==> src/rtl/text_console_writer.sv <==
// Byte-stream text console: turns characters into Avalon-MM VRAM writes for an
// 80x30 text display. Optional CONSOLE_AUTOWRAP_EN wraps the cursor after the last column.
module text_console_writer #(
  parameter int         COLS       = 80,
  parameter int         ROWS       = 30,
  parameter logic [6:0] BLANK_CODE = 7'h20
) (
  input  logic        CLK,
  input  logic        RESET,
  input  logic        CHAR_VALID,
  output logic        CHAR_READY,
  input  logic [7:0]  CHAR_DATA,
  input  logic [7:0]  CHAR_ATTR,
  output logic        AVM_WRITE,
  output logic [11:0] AVM_ADDR,
  output logic [3:0]  AVM_BYTE_EN,
  output logic [31:0] AVM_WRITEDATA,
  input  logic        AVM_WAITREQUEST,
  output logic [6:0]  CURSOR_COL,
  output logic [4:0]  CURSOR_ROW,
  output logic        BUSY
);

  localparam logic [1:0]  ST_IDLE  = 2'd0;
  localparam logic [1:0]  ST_WRITE = 2'd1;
  localparam logic [1:0]  ST_CLEAR = 2'd2;

  localparam logic [11:0] HALF_COLS   = 12'(COLS / 2);
  localparam logic [11:0] SCREEN_LAST = 12'((COLS * ROWS) / 2 - 1);
  localparam logic [11:0] ROW0_LAST   = 12'(COLS / 2 - 1);
  localparam logic [6:0]  COL_LAST    = 7'(COLS - 1);
  localparam logic [4:0]  ROW_LAST    = 5'(ROWS - 1);

  localparam logic [6:0]  CODE_BS = 7'h08;
  localparam logic [6:0]  CODE_LF = 7'h0A;
  localparam logic [6:0]  CODE_FF = 7'h0C;
  localparam logic [6:0]  CODE_CR = 7'h0D;

  function automatic logic [15:0] make_cell(input logic iv, input logic [6:0] code,
                                            input logic [7:0] attr);
    return {iv, code, attr};
  endfunction

  function automatic logic [31:0] blank_word(input logic [7:0] attr);
    return {2{make_cell(1'b0, BLANK_CODE, attr)}};
  endfunction

  // Full 12-bit product so the last row never aliases onto low addresses.
  function automatic logic [11:0] cell_addr(input logic [4:0] row, input logic [6:0] col);
    return ({7'd0, row} * HALF_COLS) + {6'd0, col[6:1]};
  endfunction

  logic [1:0]  state_q, state_d;
  logic [6:0]  col_q, col_d;
  logic [4:0]  row_q, row_d;
  logic [7:0]  attr_q, attr_d;
  logic        wr_q, wr_d;
  logic [11:0] addr_q, addr_d;
  logic [3:0]  be_q, be_d;
  logic [31:0] wdata_q, wdata_d;
  logic [11:0] clr_last_q, clr_last_d;
  logic        accept_s;
  logic        is_ctrl_s;
  logic [6:0]  code_s;

  assign CHAR_READY    = (state_q == ST_IDLE) && !RESET;
  assign BUSY          = (state_q != ST_IDLE);
  assign AVM_WRITE     = wr_q;
  assign AVM_ADDR      = addr_q;
  assign AVM_BYTE_EN   = be_q;
  assign AVM_WRITEDATA = wdata_q;
  assign CURSOR_COL    = col_q;
  assign CURSOR_ROW    = row_q;

  assign accept_s  = CHAR_VALID && CHAR_READY;
  assign is_ctrl_s = !CHAR_DATA[7];
  assign code_s    = CHAR_DATA[6:0];

  // Next-state logic: byte decode, glyph write handshake, clear walk.
  always_comb begin
    state_d    = state_q;
    col_d      = col_q;
    row_d      = row_q;
    attr_d     = attr_q;
    wr_d       = wr_q;
    addr_d     = addr_q;
    be_d       = be_q;
    wdata_d    = wdata_q;
    clr_last_d = clr_last_q;
    case (state_q)
      ST_IDLE: begin
        if (accept_s) begin
          attr_d = CHAR_ATTR;
          if (is_ctrl_s && (code_s == CODE_CR)) begin
            col_d = 7'd0;
          end else if (is_ctrl_s && (code_s == CODE_LF)) begin
            if (row_q == ROW_LAST) begin
              state_d    = ST_CLEAR;
              wr_d       = 1'b1;
              addr_d     = 12'd0;
              be_d       = 4'b1111;
              wdata_d    = blank_word(CHAR_ATTR);
              clr_last_d = ROW0_LAST;
            end else begin
              col_d = 7'd0;
              row_d = row_q + 5'd1;
            end
          end else if (is_ctrl_s && (code_s == CODE_BS)) begin
            if (col_q != 7'd0) begin
              col_d = col_q - 7'd1;
            end else begin
              col_d = 7'd0;
            end
          end else if (is_ctrl_s && (code_s == CODE_FF)) begin
            state_d    = ST_CLEAR;
            wr_d       = 1'b1;
            addr_d     = 12'd0;
            be_d       = 4'b1111;
            wdata_d    = blank_word(CHAR_ATTR);
            clr_last_d = SCREEN_LAST;
          end else begin
            state_d = ST_WRITE;
            wr_d    = 1'b1;
            addr_d  = cell_addr(row_q, col_q);
            be_d    = col_q[0] ? 4'b1100 : 4'b0011;
            wdata_d = {2{make_cell(CHAR_DATA[7], code_s, CHAR_ATTR)}};
          end
        end else begin
          state_d = ST_IDLE;
        end
      end
      ST_WRITE: begin
        if (!AVM_WAITREQUEST) begin
          wr_d    = 1'b0;
          state_d = ST_IDLE;
          if (col_q == COL_LAST) begin
`ifdef CONSOLE_AUTOWRAP_EN
            col_d = 7'd0;
            if (row_q == ROW_LAST) begin
              row_d      = 5'd0;
              state_d    = ST_CLEAR;
              wr_d       = 1'b1;
              addr_d     = 12'd0;
              be_d       = 4'b1111;
              wdata_d    = blank_word(attr_q);
              clr_last_d = ROW0_LAST;
            end else begin
              row_d = row_q + 5'd1;
            end
`else
            col_d = COL_LAST;
`endif
          end else begin
            col_d = col_q + 7'd1;
          end
        end else begin
          state_d = ST_WRITE;
        end
      end
      ST_CLEAR: begin
        if (!AVM_WAITREQUEST) begin
          if (addr_q == clr_last_q) begin
            wr_d    = 1'b0;
            state_d = ST_IDLE;
            col_d   = 7'd0;
            row_d   = 5'd0;
          end else begin
            addr_d = addr_q + 12'd1;
          end
        end else begin
          state_d = ST_CLEAR;
        end
      end
      default: begin
        state_d = ST_IDLE;
        wr_d    = 1'b0;
      end
    endcase
  end

  // State and output registers with synchronous reset.
  always_ff @(posedge CLK) begin
    if (RESET) begin
      state_q    <= ST_IDLE;
      col_q      <= 7'd0;
      row_q      <= 5'd0;
      attr_q     <= 8'd0;
      wr_q       <= 1'b0;
      addr_q     <= 12'd0;
      be_q       <= 4'd0;
      wdata_q    <= 32'd0;
      clr_last_q <= 12'd0;
    end else begin
      state_q    <= state_d;
      col_q      <= col_d;
      row_q      <= row_d;
      attr_q     <= attr_d;
      wr_q       <= wr_d;
      addr_q     <= addr_d;
      be_q       <= be_d;
      wdata_q    <= wdata_d;
      clr_last_q <= clr_last_d;
    end
  end

endmodule

==> config.mk <==
export PLATFORM = sky130hd
export DESIGN_NAME = text_console_writer
export DESIGN_NICKNAME = d
export VERILOG_FILES = /design/src/rtl/text_console_writer.sv
export SDC_FILE = /design/constraint.sdc
export NUM_CORES = 1
export LEC_CHECK = 0
export ABC_AREA = 1
export CORE_MARGIN = 10
export CORE_UTILIZATION = 45
export DETAILED_ROUTE_END_ITERATION = 7
export HOLD_SLACK_MARGIN = 0.02
export PLACE_DENSITY = 0.72
export SETUP_SLACK_MARGIN = 0.05
export SLEW_MARGIN = 20
export SYNTH_ARGS = -nofsm -noshare
export SYNTH_HDL_FRONTEND = slang
export SYNTH_SLANG_ARGS = --single-unit
export TNS_END_PERCENT = 50
==> constraint.sdc <==
create_clock -name CLK -period 2.97 [get_ports CLK]
set_input_delay 0.594 -clock CLK [delete_from_list [all_inputs] [get_ports CLK]]
set_output_delay 0.594 -clock CLK [all_outputs]
set_load 0.01 [all_outputs]
Word level (Yosys, flattened, before mapping)
Cells that the tools add are included.
{"block": "op_classes", "addsub": 5, "mul": 1, "div_mod_pow": 0, "order_cmp": 0, "n_eq_ne": 27, "n_shift": 0, "n_mux": 59, "bitwise_logic": 1, "n_reduce_logical": 21}
{"operator": "two-way mux 12 bit", "count": 12}
{"operator": "two-way mux 32 bit", "count": 4}
{"operator": "two-way mux 7 bit", "count": 10}
{"operator": "two-way mux 5 bit", "count": 6}
{"operator": "equality test 7 x 4 -> 1 bit (second input constant)", "count": 4}
{"operator": "AND reduction 7 bit", "count": 4}
{"operator": "one-hot mux 12 bit (2 select lines)", "count": 1}
{"operator": "one-hot mux 7 bit (3 select lines)", "count": 1}
{"operator": "two-way mux 4 bit", "count": 5}
{"operator": "two-way mux 2 bit", "count": 8}
{"operator": "!= test 2 bit (second input constant)", "count": 8}
{"operator": "adder 11 x 6 -> 12 bit", "count": 1}
{"operator": "adder 12 x 1 -> 12 bit (second input constant)", "count": 1}
{"operator": "equality test 12 bit", "count": 1}
{"operator": "one-hot mux 5 bit (2 select lines)", "count": 1}
{"operator": "two-way mux 1 bit", "count": 9}
{"operator": "!= test 3 bit (second input constant)", "count": 3}
{"operator": "multiplier 5 x 3 -> 8 bit (second input constant)", "count": 1}
{"operator": "!= test 4 bit (second input constant)", "count": 2}
{"operator": "adder 7 x 1 -> 7 bit (second input constant)", "count": 1}
{"operator": "equality test 7 bit (second input constant)", "count": 1}
{"operator": "nonzero test 7 bit", "count": 1}
{"operator": "subtractor 7 x 1 -> 7 bit (second input constant)", "count": 1}
{"operator": "logical AND 1 bit", "count": 6}
{"operator": "other kinds (18)", "count": 22}
{"block": "word_totals", "regBits": 75, "latchBits": 0, "mem_bits_rw": 0, "romBits": 0, "in_bits": 20, "output_inout_bits": 63, "word_cells": 122, "mem_count": 0}

Depth between registers and ports, before layout
{"block": "depth", "word_depth": 8, "depth_mapped": 13, "mapped_depth_nobuf": 13}

Worst setup path after synthesis
Ideal clock, no wire load.
{"block": "synth_timing", "kind": "register to register", "start": "register row_q[1] (netlist: CURSOR_ROW[1])", "end": "register addr_q[9] (netlist: AVM_ADDR[9])", "setup_time_ns": 0.064, "t_arrival_ns": 2.009, "required_ns": 2.906, "path_slack_ns": 0.897, "path_stages_with_launch": 13, "path_buffers": 0, "path_cell_list": "dfxtp_1 > ha_1 > ha_1 > fa_1 > nand2_1 > inv_1 > nor2_1 > nand3_1 > nand3_1 > nand3_1 > nand2_1 > nor2_1 > nor2_1"}
{"block": "synth_via", "elab_chain_len": 8, "word_cells_on_any_way": 11, "classes_between": "add/sub: 1; mul: 1; eq/ne: 2; mux: 6; reduce/logical: 1"}
{"element": "start: declaration", "line": "55", "rtl": "logic [4:0] row_q, row_d;"}
{"element": "start signal: assignment", "line": "196", "rtl": "row_q <= row_d;"}
{"element": "multiplier 5 x 3 -> 8 bit", "line": "50", "rtl": "return ({7'd0, row} * HALF_COLS) + {6'd0, col[6:1]};"}
{"element": "adder 11 x 6 -> 12 bit", "line": "50"}
{"element": "two-way mux 12 bit", "line": "114", "rtl": "end else if (is_ctrl_s && (code_s == CODE_FF)) begin"}
{"element": "two-way mux 12 bit", "line": "108", "rtl": "end else if (is_ctrl_s && (code_s == CODE_BS)) begin"}
{"element": "two-way mux 12 bit", "line": "96", "rtl": "end else if (is_ctrl_s && (code_s == CODE_LF)) begin"}
{"element": "two-way mux 12 bit", "line": "94", "rtl": "if (is_ctrl_s && (code_s == CODE_CR)) begin"}
{"element": "two-way mux 12 bit", "line": "92", "rtl": "if (accept_s) begin"}
{"element": "one-hot mux 12 bit (2 select lines)", "line": "90", "rtl": "case (state_q)"}
{"element": "end signal: assignment", "line": "199", "rtl": "addr_q <= addr_d;"}
{"element": "end: declaration", "line": "58", "rtl": "logic [11:0] addr_q, addr_d;"}
Parallel ways exist; a longest one is shown, timed or not. The select of a mux whose other input is x is not followed.
A chain may end at the register's enable or synchronous reset.

Worst setup path in the final report
{"block": "layout_timing", "start": "register state_q[1]", "end": "output CHAR_READY"}
{"block": "layout_via", "elab_chain_len": 2}
{"element": "start: declaration", "line": "53", "rtl": "logic [1:0] state_q, state_d;"}
{"element": "start signal: assignment", "line": "194", "rtl": "state_q <= state_d;"}
{"element": "zero test 2 bit", "line": "66", "rtl": "assign CHAR_READY = (state_q == ST_IDLE) && !RESET;"}
{"element": "logical AND 1 bit", "line": "66"}
{"element": "end: declaration", "line": "11", "rtl": "output logic CHAR_READY,"}
No other way between the ends.

==> results.ini <==
[timing]
setup_viol=0
drv_slew=0
finalHoldViolCount=0
max_slew_margin=0.418
worst_pin_slew_ns=0.872
min_period_ns=2.38
max_freq_mhz=420
fin_setup_tns_ns=0
period_share=0.801
worst_slack_ns=0.591
fin_skew_ns=0.00834
whs_ns=0.464
rsz0062_at_grt=false

[clock_network]
cts_buffer_depth=2
clock-sinks=47
root_buffer=clkbuf_8
clock_latency_ns=0.30
cts_tree=yes
cts_max_level=2
post_cts.repair.setup_buffers=0
clk_pin_slew_worst_paths_ns=0.10
cts-resized-gates=0
cts_buffers=5
hold_buffers=0

[critical_path]
path_max_fanout=5
endpoint_kind=primary output
arrival_ns=1.78
worstSetupPathType=reg -> out
crit_required_ns=2.38
worst_setup_path_start_kind=flop

[synth]
synth_edf_count=0
yosysUniqueCellTypes=33
seq_area_frac_synth=0.280
ys_seq_elements=47
ys_async_sr_fraction=0
synthFlopType=dfxtp_1
netlist_area_sq_um=3360
syn-instance-count=533
yosys_warnings=0
syn_area_per_cell_sq_um=6.31
synthesis.nets=573

[pwr]
power.density_nw_per_um2=362
ir_drop_v=0.000232
switchingPower_mw=0.447
pwr-share-clk=0.315
report.power.total_mw=1.53
switching_share=0.293
combPwrFrac=0.227
p_seq_frac=0.457
internal-power_mw=1.08
p_leak_nw=1.92

[final_layout]
drive_gt1_frac=0.0471
antennaDiodeCount=0
fin_nets=634
area_delta_synth_final_pct=25.5

[run_status]
status=finished clean

[routing]
wirelength_mm=9.35
num_vias=3410
wl_per_cell_um=13.5
drc=0
ant_nets=0
dr.pass1.iters=4
drt_iter0_markers=209
vias_per_cell=4.91

[floorplanning]
dieArea_sq_um=11300
start_util=0.464
core_area_sq_um=7250
ios=83
num_rows=31
die_w_um=106
die_h_um=106

[global_routing]
grt_pass1_vias=3252
grt_antenna_before_repair=0
globalRouteOverflowTotal=0
grt_usage=0.162
grt_pass1_wl_mm=15.6
grt_max_degree=28

[placed_design]
portBuffers=82
gp_congestion=0.982
pre_cts_ws_ns=0.414
dp_hpwl_mm=7.31

[worst_hold_path]
hp-class=reg -> reg

[flow_run]
drv_cap=0

-- layout make-up --
cell class	instances	area, sq um
Inverter	63	236
Clock buffer	5	68.8
Tap cell	99	124
Timing Repair Buffer	83	828
Sequential cell	47	941
Fill cell	716	3040
Multi-Input combinational cell	394	1970
Clock inverter	3	47.5
-- final timing paths --
path / startpoint / to / slack [ns] / cells after the start
min: AVM_WRITE / AVM_WRITE / 0.46 / 2
min reg2reg: AVM_WRITE / AVM_WRITE / 0.46 / 2
max: state_q[1] / CHAR_READY / 0.59 / 5
max reg2reg: state_q[1] / AVM_ADDR[10] / 0.65 / 8
-- registers in the layout, indices dropped and copies added, names as in the netlist --
signal,cells
AVM_WRITEDATA,16
AVM_ADDR,12
CURSOR_COL,7
CURSOR_ROW,5
AVM_BYTE_EN,2
clr_last_q,2
state_q,2
AVM_WRITE,1
-- stage by stage --
step / std cells / area [sq um] / util
floorplan: 533 / 3360 / -
global placement: 686 / 4100 / 0.565
detailed placement: 686 / 4100 / 0.565
CTS: 694 / 4220 / 0.582
global route: 694 / 4220 / 0.582
finish: 694 / 4220 / 0.582
-- Yosys cell counts (all sizes together) (2+ instances only) --
| cell | number | share of area |
|---|---|---|
| nand2 | 154 | 0.18 |
| nor2 | 85 | 0.098 |
| inv | 63 | 0.070 |
| dfxtp | 47 | 0.28 |
| o21ai | 37 | 0.056 |
| a21oi | 35 | 0.054 |
| buf | 25 | 0.059 |
| nand3 | 25 | 0.039 |
| ha | 18 | 0.067 |
| xor2 | 9 | 0.023 |
| nand4 | 7 | 0.015 |
| nor3 | 6 | 0.0089 |
| o22ai | 6 | 0.011 |
| clkbuf | 4 | 0.0045 |
| xnor2 | 3 | 0.0078 |
| fa | 2 | 0.012 |
| nand3b | 2 | 0.0082 |
-- layer usage --
layer  vias up  share of wire  routed length, um  track usage
met1      1538           0.45               4160        0.197
met3         4          0.059                547       0.0380
met5         -              0                  0            0
li1       1793              -                  -            -
met2        75           0.49               4590        0.282
met4         0         0.0050                 47       0.0397
-- worst max-delay path, cell delays in order (launching register included) --
cell	delay, ns
dfxtp_1	0.36
inv_1	0.09
ha_1	0.26
inv_2	0.10
nor2_2	0.12
clkdlybuf4s50_1	0.56
-- power groups by stage --
stage | sequential, mW | clock [mW] | combinational [mW]
finish | 0.698 | 0.481 | 0.347
global route | 0.705 | 0.529 | 0.387
CTS | 0.698 | 0.502 | 0.350
detailed placement | 0.712 | 0 | 0.347
global placement | 0.711 | 0 | 0.340
floorplan | 0.718 | 0 | 0.196
-- kinds of logic (layout without fill, tap and decap cells) --
group,count (synthesis),count (layout),share of synthesized area
XOR/XNOR,12,12,0.0313
flip-flops,47,47,0.280
AO/OA/AOI/OAI,82,82,0.130
adder cells (fa/ha/maj),20,20,0.0789
AND/OR/NAND/NOR,280,280,0.346
buffers and inverters,92,154,0.134
-- placed cells by master, fill, tap and decap left out, types with 2 or more instances in the layout --
| master | Yosys | final |
|---|---|---|
| nor2_2 | 4 | 4 |
| inv_2 | 4 | 4 |
| o21ai_0 | 34 | 34 |
| clkbuf_8 | 0 | 5 |
| ha_1 | 18 | 18 |
| o21ai_1 | 2 | 2 |
| nand3_1 | 24 | 24 |
| inv_1 | 59 | 59 |
| dfxtp_1 | 47 | 47 |
| nand4_1 | 6 | 6 |
| nand2_2 | 5 | 5 |
| fa_1 | 2 | 2 |
| xnor2_1 | 3 | 3 |
| nor2_1 | 81 | 81 |
| nor3_1 | 6 | 6 |
| nand2_1 | 149 | 149 |
| clkdlybuf4s50_1 | 0 | 82 |
| o22ai_1 | 6 | 6 |
| xor2_1 | 9 | 9 |
| a21oi_2 | 2 | 2 |
| a21oi_1 | 33 | 33 |
No activity file was read; power rests on OpenSTA's default activity.
